<file path="config.mk">
export PLATFORM = sky130hd
export DESIGN_NAME = bcd_cascade_counter
export DESIGN_NICKNAME = d
export VERILOG_FILES = /design/src/rtl/bcd_pkg.sv /design/src/rtl/bcd_digit.sv /design/src/rtl/bcd_cascade_counter.sv
export SDC_FILE = /design/constraint.sdc
export NUM_CORES = 1
export LEC_CHECK = 0
export ABC_AREA = 1
export CAP_MARGIN = 40
export CORE_ASPECT_RATIO = 0.7
export CORE_MARGIN = 2
export CORE_UTILIZATION = 45
export DETAILED_ROUTE_END_ITERATION = 6
export DONT_BUFFER_PORTS = 1
export PLACE_DENSITY = 0.73
export SYNTH_ARGS = -nofsm -noshare
export SYNTH_HDL_FRONTEND = slang
export SYNTH_HIERARCHICAL = 1
export SYNTH_SLANG_ARGS = --single-unit
</file>
<file path="constraint.sdc">
create_clock -name mclk -period 1.7 [get_ports mclk]
set_input_delay 0.17 -clock mclk [delete_from_list [all_inputs] [get_ports mclk]]
set_output_delay 0.17 -clock mclk [all_outputs]
set_load 0.05 [all_outputs]
</file>
<file path="src/rtl/bcd_pkg.sv">
// Shared BCD digit type, digit limits and load saturation helper.
// Pure definitions: no latency, no flow control.
package bcd_pkg;
   localparam logic [3:0] BCD_MAX = 4'd9;
   localparam logic [3:0] BCD_MIN = 4'd0;

   typedef logic [3:0] bcd_digit_t;

   function automatic bcd_digit_t sat_bcd(input bcd_digit_t d);
      return (d > BCD_MAX) ? BCD_MAX : d;
   endfunction
endpackage

</file>
<file path="src/rtl/bcd_digit.sv">
// One registered BCD digit with clear > load > step priority.
// Latency: 1 mclk from en/clr/ld to q; no backpressure.
module bcd_digit
   import bcd_pkg::*;
(
   input  logic       mclk,
   input  logic       reset,
   input  logic       en,
   input  logic       up,
   input  logic       clr,
   input  logic       ld,
   input  bcd_digit_t ld_val,
   output bcd_digit_t q,
   output logic       term
);
   bcd_digit_t q_q;
   bcd_digit_t q_d;

   always_comb begin
      q_d = q_q;
      if (clr) begin
         q_d = BCD_MIN;
      end else if (ld) begin
         q_d = sat_bcd(ld_val);
      end else if (en) begin
         if (up) begin
            q_d = (q_q >= BCD_MAX) ? BCD_MIN : q_q + 4'd1;
         end else begin
            // Out-of-range values cannot occur, but fold them to 9 defensively.
            q_d = (q_q == BCD_MIN || q_q > BCD_MAX) ? BCD_MAX : q_q - 4'd1;
         end
      end
   end

   always_ff @(posedge mclk or posedge reset) begin
      if (reset) q_q <= BCD_MIN;
      else       q_q <= q_d;
   end

   assign q    = q_q;
   assign term = up ? (q_q == BCD_MAX) : (q_q == BCD_MIN);
endmodule

</file>
<file path="src/rtl/bcd_cascade_counter.sv">
// Cascaded BCD counter advanced by rising edges of clk_div sampled on mclk; BCD_DOWN_EN adds up_dn.
// Latency: count steps at the mclk edge that first samples clk_div high; no backpressure (hold freezes).
module bcd_cascade_counter
   import bcd_pkg::*;
#(
   parameter int DIGITS = 4
) (
   input  logic                  mclk,
   input  logic                  reset,
   input  logic                  clk_div,
   input  logic                  clr,
   input  logic                  hold,
   input  logic                  load,
   input  logic [4*DIGITS-1:0]   load_val,
`ifdef BCD_DOWN_EN
   input  logic                  up_dn,
`endif
   output logic [4*DIGITS-1:0]   bcd,
   output logic                  carry,
   output logic                  tick
);
   logic clk_div_q, clk_div_d;
   logic tick_q, tick_d;
   logic carry_q, carry_d;
   logic tick_c;
   logic step;
   logic up;
   logic [DIGITS-1:0] term_w;
   logic [DIGITS-1:0] en_w;

`ifdef BCD_DOWN_EN
   assign up = up_dn;
`else
   assign up = 1'b1;
`endif

   assign tick_c = clk_div & ~clk_div_q;
   assign step   = tick_c & ~hold;

   always_comb begin
      clk_div_d = clk_div;
      tick_d    = tick_c;
      carry_d   = step & ~clr & ~load & (&term_w);
   end

   // clk_div_q resets high so a clk_div already high at release is not seen as an edge.
   always_ff @(posedge mclk or posedge reset) begin
      if (reset) begin
         clk_div_q <= 1'b1;
         tick_q    <= 1'b0;
         carry_q   <= 1'b0;
      end else begin
         clk_div_q <= clk_div_d;
         tick_q    <= tick_d;
         carry_q   <= carry_d;
      end
   end

   for (genvar i = 0; i < DIGITS; i++) begin : g_digit
      if (i == 0) begin : g_lsd
         assign en_w[i] = step;
      end else begin : g_upper
         assign en_w[i] = step & (&term_w[i-1:0]);
      end

      bcd_digit u_digit (
         .mclk   (mclk),
         .reset  (reset),
         .en     (en_w[i]),
         .up     (up),
         .clr    (clr),
         .ld     (load),
         .ld_val (load_val[4*i +: 4]),
         .q      (bcd[4*i +: 4]),
         .term   (term_w[i])
      );
   end

   assign carry = carry_q;
   assign tick  = tick_q;
endmodule
</file>
==> impl_metrics.ini <==
[global_routing]
antenna_found_initial = 0
grt_first_pass_wirelength_um = 8340
grt_pass1_vias = 2024
grt_start_max_net_pins = 14
grt_usage_pct = 19.6
grt.overflow.total = 0

[final_layout]
drive_above_1_share_pct = 24.3
nNetsFinal = 426
multi_input_area_sq_um = 1540
layout_commonest_cell = nand2_1
num_antenna_cells = 0
fillers = 411
final_area_sq_um = 2550
layout_common_cells = nand2_1 (122), nand3_1 (36), buf_4 (29)
seq_area_sq_um = 488
area_growth_pct = 24.8

[pwr]
intPower_uw = 989
power.net_switching_uw = 817
total_leakage_power_uw = 0.00135
power_frac_comb_pct = 52.1
vdd_drop_max_mv = 0.714
p_seq_share_pct = 30.7
power.density_nw_per_um2 = 710
power.share.clock_pct = 17.2
switching_share_pct = 45.2

[logic_synthesis]
synth_area_leaders = nand2_1 (22%), dfrtp_1 (22%), ha_1 (9.8%)
synth_area_sq_um = 2040
synth_area_leader_cell = nand2_1
synth_top_area_share_pct = 22.5
synth_cell_types = 23
avgSynthCellArea_sq_um = 6.12
synth_cells = 333
yosysWarnings = 6
ys_seq_area_share_pct = 23.4
synth-seq-cells = 19

[worst_setup_path]
crit_type = flip-flop to flip-flop
cp_cell_sequence = inv_4, ha_4, nand3_4, mux2i_2, nand2_1, nor2_2, nand2_2, inv_2, nor3_4, nor2_2, nand3_1, nand2_1
cp-start-kind = flip-flop
path_delay_family = simple AND/OR/NAND/NOR gates
cp-end-kind = flip-flop
cp_data_arrival_time_ns = 1.87
cp_slowest_stage_delay_ns = 0.43
cp-startpoint = g_digit[0].u_digit/q[1]
cp_max_fo = 6
cp_num_buf_inv = 2
required_ns = 1.89
crit_slowest_cell = dfrtp_2
r2r_start = g_digit[0].u_digit/q[1]

[clock_network]
clockBufferDepth = 2
clk_pin_slew_ns = 0.07
clk_latency_ns = 0.25
h-tree-depth = 1
cts-root-buf = clkbuf_8
cts_made_buffers = 3
cts_tree = yes
cts_sinks = 19

[routing]
antenna_left = 0
wirelength_um = 5060
drtPass1Iterations = 4
avgRoutedWirePerCell_um = 11.4
vias = 2172
viasPerCell = 4.91
drtIter0Drc = 76
route.detailed.drc = 0

[sta]
rsz0062_at_grt = yes
hold_viol = 0
period_needed_ns = 1.68
slew_viol_final = 0
max_freq_mhz = 595
setup_viol = 0
layout_setup_ws_ns = 0.0202
hold-worst-slack_ns = 0.0630
period_share_pct = 98.8
skew_ns = 0.00442

[placement]
hpwl_um = 4060
postPlaceCellArea_sq_um = 2360
io_buffers = 0
dp_slack_ns = -0.0291
routabilityCongestion = 0.864

[die]
die_x_um = 84.5
fp.dieH_um = 60.3
die_area_sq_um = 5100
fp-row-count = 20
num_io_pins = 40
core_sq_um = 4350
start_util_pct = 46.8

[hold_path]
hp-start = clk_div
hold_class = input port to flip-flop

[run_status]
status = complete, no violations

[flow_run]
cap_violations = 0
[kinds of logic (layout without fill, tap and decap cells)]
kind of cell | Yosys count | count (layout) | share of synthesized area, %
adders and majority gates | 16 | 16 | 9.82
DFF | 19 | 19 | 23.4
buffers and inverters | 42 | 77 | 7.73
other | 1 | 20 | 0.184
muxes | 4 | 4 | 1.96
and+or+nand+nor | 223 | 223 | 49.3
AOI/OAI and AO/OA | 28 | 28 | 7.61
[worst register-to-register path, delay by kind of cell, from the launching register on]
family,cells,cell delay (ns)
flops,1,0.43
simple gates,8,0.72
buf+inv,2,0.13
mux,1,0.21
fa+ha+maj,1,0.13
[through the flow]
stage | util, % | TNS, ns | std cells | total power (uW)
2_1_floorplan | - | -0.0421 | 352 | 1220
3_3_place_gp | 54.3 | -0.0608 | 427 | 1410
3_5_place_dp | 54.3 | -0.0486 | 427 | 1430
4_1_cts | 55.9 | 0 | 433 | 1750
5_1_grt | 58.5 | -0.405 | 442 | 1950
6_report | 58.5 | 0 | 442 | 1810
[layout make-up]
class                   instances  share of cell area (%)
clock buffers                   3                    1.62
flip-flops and latches         19                    19.2
repair buffers                 31                    9.34
clock inverters                 1                   0.197
inverters                      42                    6.44
well taps                      55                    2.70
multi-input cells             291                    60.5
[power groups by stage]
stage          clock [uW]  sequential [uW]  combinational [uW]
3_5_place_dp            0              559                 869
3_3_place_gp            0              558                 856
2_1_floorplan           0              729                 494
5_1_grt               336              560                1050
4_1_cts               314              551                 881
6_report              310              555                 941
[synthesized netlist by cell type]
cell,instances
mux2i_1,4
dfstp_2,1
inv_2,9
ha_1,16
dfrtp_1,18
nor2_4,1
nor3_2,4
or2_0,4
nor2_2,1
nand2_2,14
nor3_1,4
nor2_1,28
o21ai_0,8
nand2_1,122
nand3b_1,1
o21ai_1,4
a21oi_1,12
nand3_2,4
nand4_1,4
nand3_1,36
conb_1,1
a21oi_2,4
inv_1,33
[per-layer routing]
metal  part of all wire [%]  up-vias  wire length (um)  GRT usage (%)
met5                      0        -                 0              0
met4                   0.42        0                21           2.04
met3                    4.8        2               243           2.90
met2                     45       53              2300           35.7
met1                     49      969              2500           26.2
li1                       -     1148                 -              -
[registers in the layout, summed over array words and instances (netlist names)]
signal             cells
g_digit.u_digit/q     16
carry                  1
clk_div_q              1
tick                   1
[final timing paths]
kind                       depth (start not counted)                 endpoint  slack [ns]
max reg2reg                                       12  g_digit[3].u_digit/q[0]        0.02
min reg2reg                                        2  g_digit[0].u_digit/q[0]        0.58
min in group asynchronous                          2                     tick        0.34
max in group asynchronous                          2                clk_div_q        1.14
min                                                2                     tick        0.06
max                                               12  g_digit[3].u_digit/q[0]        0.02
[what timing repair did]
item	4_1_cts	5_1_grt
buffers inserted	0	9
resized for setup	2	10
hold endpoints to repair	20	0
hold buffers	2	0
pin swaps	0	7
setup endpoints to repair	4	12
No activity file was read; power rests on OpenSTA's default activity.
==> variant 1 (config.mk and constraints unchanged) <==
Set the parameter `DIGITS` to 2 (it was 4).
--- a/src/rtl/bcd_cascade_counter.sv
+++ b/src/rtl/bcd_cascade_counter.sv
@@ -4,5 +4,5 @@
    import bcd_pkg::*;
 #(
-   parameter int DIGITS = 4
+   parameter int DIGITS = 2
 ) (
    input  logic                  mclk,
Ports: changed (resized bcd and load_val); port bits go from 40 to 24. No check against the original RTL was run, so the function may have changed too.
==> variant 1 against the unedited design <==
Total power shrank 47%; clock skew shrank 0.71 ps; area after synthesis shrank 47%; global-route usage grew 1.1 points; count of clock-buffer cells in the layout grew 1; clock power shrank 45%; final area shrank 49%; setup slack gained 78 ps; sequential cell count shrank 8; wire length shrank 45%; core utilization grew 0.59 points; synthesized cell count shrank 48%; combinational power shrank 50%; largest cell class unchanged.
==> variant 1: results (changes against the unedited design) <==
status=completed; Clock transition at path regs=70 ps (about the same); yosys synthesis warning count=6 (unchanged); Worst path max stage delay=410 ps (-20 ps); DP Worst Slack=49.8 ps (+78.9 ps); Max VDD drop=0.000721 V (+0.99%); GR Util All Layers=20.7% (+1.1 points); synth unique cells=21 (-8.7%); master cell of the clock root buffer=clkbuf_4; drt pass-1 iters=4 (unchanged); sw power=0.000433 W (-47%); vias in the first global route=1043 (-48%); top cells by area, synth=dfrtp_1 (23%), nand2_1 (22%), ha_1 (9.3%); commonest cells in the netlist=nand2_1 (62), inv_1 (21), nand3_1 (18); vias=1176 (-46%); DRT iter0 DRCs=103 (+36%); Max Cap Violations=0 (unchanged); first-pass GRT wire length=4550 µm (-45%); main flop type after synthesis=dfrtp_1; Final #Nets=221 (-48%); FFs w/ async S/R, synth=100% (unchanged); pin count of the biggest net entering global routing=8 (-6); layout cells sized above 1=21.7% (-2.6 points); max reg flops=8 (-8); top cell type's share of synthesized area=23.2% (+0.72 points); CTS max path bufs=2 (unchanged); Clock Latency Late Sink=260 ps; Diodes inserted=0 (unchanged); clk_skew=3.71 ps (-0.715 ps); CP Max Fanout=6 (unchanged); cts bufs inserted=3 (unchanged); sequential area share after synthesis=25.6% (+2.2 points); WL final=2800 µm (-45%); Hold Path Class=in -> reg; DP Wirelength=2290 µm (-44%); Slowest-stage cell, CP=dfrtp_2; initial antenna violation count=0 (unchanged); Period Utilization, post-route=94.2% (-4.6 points); Leak=0.705 nW (-48%); RePlAce Congestion=0.919 (+6.4%); Clock H-tree levels=1 (unchanged); worst path arrival time=1750 ps (-120 ps); Port Buffer Count=0 (unchanged)
-- variant 1: area by class of cell --
cell class | instances | area, µm²
timing repair buffer | 11 | 87.6
inverter | 25 | 93.8
fill | 222 | 903
multi-input combinational | 147 | 773
sequential | 11 | 283
tap | 32 | 40.0
clock buffer | 4 | 26.3
-- variant 1: final timing paths --
path                            depth (start not counted)  slack, ps               startpoint                 endpoint
worst min register to register                          1        490                clk_div_q                     tick
worst min-delay path                                    2          8                  clk_div                     tick
max in group asynchronous                               2       1220                    reset                clk_div_q
min in group asynchronous                               2        260                    reset                    carry
worst max register to register                          9        100  g_digit[0].u_digit/q[0]  g_digit[1].u_digit/q[3]
worst max-delay path                                    9        100  g_digit[0].u_digit/q[0]  g_digit[1].u_digit/q[3]
-- variant 1: cells by family after synthesis --
family                   after synthesis  synth area share [%]
adder cells (fa/ha/maj)                8                  9.27
other                                  1                 0.347
buffers and inverters                 25                  8.69
AND/OR/NAND/NOR                      113                  47.0
multiplexers                           2                  1.85
AO/OA/AOI/OAI                         14                  7.18
flip-flops                            11                  25.6
-- variant 1: timing repair --
item / 4_1_cts / 5_1_grt
endpoints found under the hold margin: 12 / 0
gates resized for setup: 0 / 7
setup buffers: 0 / 0
hold buffers: 2 / 0
endpoints found under the setup margin: 0 / 7
-- variant 1: metrics by stage --
step	total power (W)	utilization (%)	cells	area (µm²)	TNS, ps
6_report	0.000965	59.1	230	1300	0
5_1_grt	0.00103	59.1	230	1300	-15.1
4_1_cts	0.000943	57.8	230	1280	0
3_5_place_dp	0.000766	55.7	224	1230	0
3_3_place_gp	0.000750	55.7	224	1230	0
2_1_floorplan	0.000657	-	183	1120	-30.2
-- variant 1: worst max-delay path, delay by kind of cell (launching register included) --
kind	cells	cell delay (ps)
DFF	1	410
adders and majority gates	1	200
buffers and inverters	1	70
and+or+nand+nor	6	730
muxes	1	70
-- variant 1: power by group through the flow --
stage / clock [W] / sequential [W] / combinational [W]
finish: 0.000171 / 0.000320 / 0.000475
global route: 0.000186 / 0.000323 / 0.000524
CTS: 0.000177 / 0.000318 / 0.000449
detailed placement: 0 / 0.000323 / 0.000444
global placement: 0 / 0.000321 / 0.000429
floorplan: 0 / 0.000407 / 0.000250
-- variant 1: layer usage --
layer,vias up,share of wire (%),wire [µm],global-route usage [%]
met4,0,1.0,29,4.89
li1,582,-,-,-
met5,-,0,0,0
met2,50,47,1320,33.8
met3,4,6.2,173,3.99
met1,540,45,1270,29.1
==> variant 2 (same flow settings) <==
Without the edit above. Register the output `bcd`, without a reset; this adds one clock of latency there. The other outputs are not delayed to match.
--- a/src/rtl/bcd_cascade_counter.sv
+++ b/src/rtl/bcd_cascade_counter.sv
@@ -20,4 +20,6 @@
    output logic                  tick
 );
+
+   logic [4*DIGITS-1:0] bcd_d;
    logic clk_div_q, clk_div_d;
    logic tick_q, tick_d;
@@ -72,5 +74,5 @@
          .ld     (load),
          .ld_val (load_val[4*i +: 4]),
-         .q      (bcd[4*i +: 4]),
+         .q      (bcd_d[4*i +: 4]),
          .term   (term_w[i])
       );
@@ -79,3 +81,7 @@
    assign carry = carry_q;
    assign tick  = tick_q;
+   always_ff @(posedge mclk) begin
+      bcd <= bcd_d;
+   end
+
 endmodule
Formal check against the unedited RTL: not equivalent (Yosys sat finds a counterexample within 4 cycles, from zero or initial values and one cycle with reset high).
==> variant 2 against the unedited design <==
Wire length up 13%; core utilization is 0.055 points higher; critical endpoint is now g_digit[2].u_digit/q[1]; total power up 57%; setup slack better by 58 ps; count of clock-buffer cells in the layout up 2; hold slack got worse by 39 ps; clock power grew to 2.9 times the old value; final area grew 18%; cell count grew 9.0%; area after synthesis is 16% higher; sequential cell count up 16.
==> variant 2: results (changes against the unedited design) <==
Clock H-tree levels=2 (+1); WL final=5710 µm (+13%); main flop type after synthesis=dfrtp_1; drt pass-1 iters=4 (unchanged); Fillers=476 (+16%); Clock Latency Late Sink=290 ps (+40 ps); vias in the first global route=1948 (-3.8%); GR Util All Layers=19.3% (-0.32 points); Clock transition at path regs=70 ps (about the same); DP Wirelength=4200 µm (+3.3%); Leak=1.56 nW (+15%); placed insts=464 (+8.7%); Port Buffer Count=0 (unchanged); Final #Nets=447 (+4.9%); DRT iter0 DRCs=122 (+61%); syn_area_per_cell=6.76 µm² (+10%); commonest cells in the netlist=nand2_1 (122), nand3_1 (36), inv_1 (33); sequential area share after synthesis=33.8% (+10 points); FFs w/ async S/R, synth=54.3% (-46 points); Area growth syn-to-layout=27.7%; CTS max path bufs=2 (unchanged); Max VDD drop=0.000477 V (-33%); master cell of the clock root buffer=clkbuf_8; top cells by area, synth=nand2_1 (19%), dfrtp_1 (19%), dfxtp_1 (14%); status=completed; vias=2286 (+5.2%); cts bufs inserted=5 (+2); synth unique cells=24 (+4.3%); CP Max Fanout=6 (unchanged); hold path startpoint=clk_div; RePlAce Congestion=0.880 (+1.9%); Non-Filler Instances=482 (+9.0%); Diodes inserted=0 (unchanged); clk_skew=5.78 ps (+1.36 ps); initial antenna violation count=0 (unchanged); Critical path origin=g_digit[1].u_digit/q[1]; first-pass GRT wire length=9050 µm (+8.4%); layout cells sized above 1=22.2% (-2.1 points)
variant 2: cell types whose count changed after synthesis:
cell / unedited run / this run
dfxtp_1: 0 / 16
variant 2: final cells by class:
cell class | count | area (µm²) | area share [%]
Clock buffer | 5 | 68.8 | 2.28
Clock inverter | 3 | 67.6 | 2.24
Inverter | 42 | 158 | 5.23
Multi-Input combinational cell | 291 | 1570 | 52.0
Sequential cell | 35 | 797 | 26.5
Tap cell | 72 | 90.1 | 2.99
Timing Repair Buffer | 34 | 264 | 8.76
variant 2: worst max-delay path, stage by stage, from the launching register on:
cell	delay [ps]
dfrtp_1	370
inv_1	90
ha_1	160
nand3_2	70
mux2i_1	180
nand2_2	90
nor2_1	220
nor3_4	90
nor2_2	140
nand2_1	100
nand2_1	60
variant 2: what timing repair did:
action                                  in CTS  in global routing
buffers inserted                             3                  5
gates cloned                                 0                  0
gates resized for setup                      5                 18
endpoints found under the setup margin       4                 12
pin swaps                                    4                 10
hold buffers                                 2                  0
hold endpoints to repair                    20                  0
variant 2: worst paths after layout:
| check | endpoint | slack, ps | depth (start not counted) |
|---|---|---|---|
| setup / recovery | g_digit[2].u_digit/q[1] | 80 | 10 |
| hold / removal | tick | 20 | 2 |
| setup reg to reg | g_digit[2].u_digit/q[1] | 80 | 10 |
| hold reg to reg | bcd[13] | 520 | 1 |
| max in group asynchronous | clk_div_q | 1170 | 2 |
| min in group asynchronous | carry | 320 | 2 |
variant 2: cells by family after synthesis:
kind of cell,count (synthesis),synth area share (%)
and+or+nand+nor,223,42.6
buffers and inverters,42,6.68
DFF,35,33.8
AOI/OAI and AO/OA,28,6.57
adders and majority gates,16,8.48
muxes,4,1.70
other,1,0.159
variant 2: power breakdown:
| group | total, W | leakage, nW | switching, W | internal [W] |
|---|---|---|---|---|
| Sequential | 0.00113 | 0.379 | 0.000212 | 0.000915 |
| Combinational | 0.000811 | 1.12 | 0.000482 | 0.000329 |
| Clock | 0.000893 | 0.0644 | 0.000309 | 0.000585 |
| Total | 0.00283 | 1.56 | 0.00100 | 0.00183 |
variant 2: stage by stage:
stage	setup slack, ps	instance area, µm²
CTS	1.82	2890
detailed placement	-13.7	2700
floorplan	46.6	2430
global placement	38.8	2700
finish	77.8	3010
global route	-33.1	3010
variant 2: routing by layer:
layer  vias to the layer above  global-route usage (%)  part of all wire (%)
li1                       1205                       -                     -
met1                      1017                    26.1                    47
met2                        62                    31.3                    47
met3                         2                    4.53                   5.7
met4                         0                    5.19                  0.32
met5                         -                       0                     0
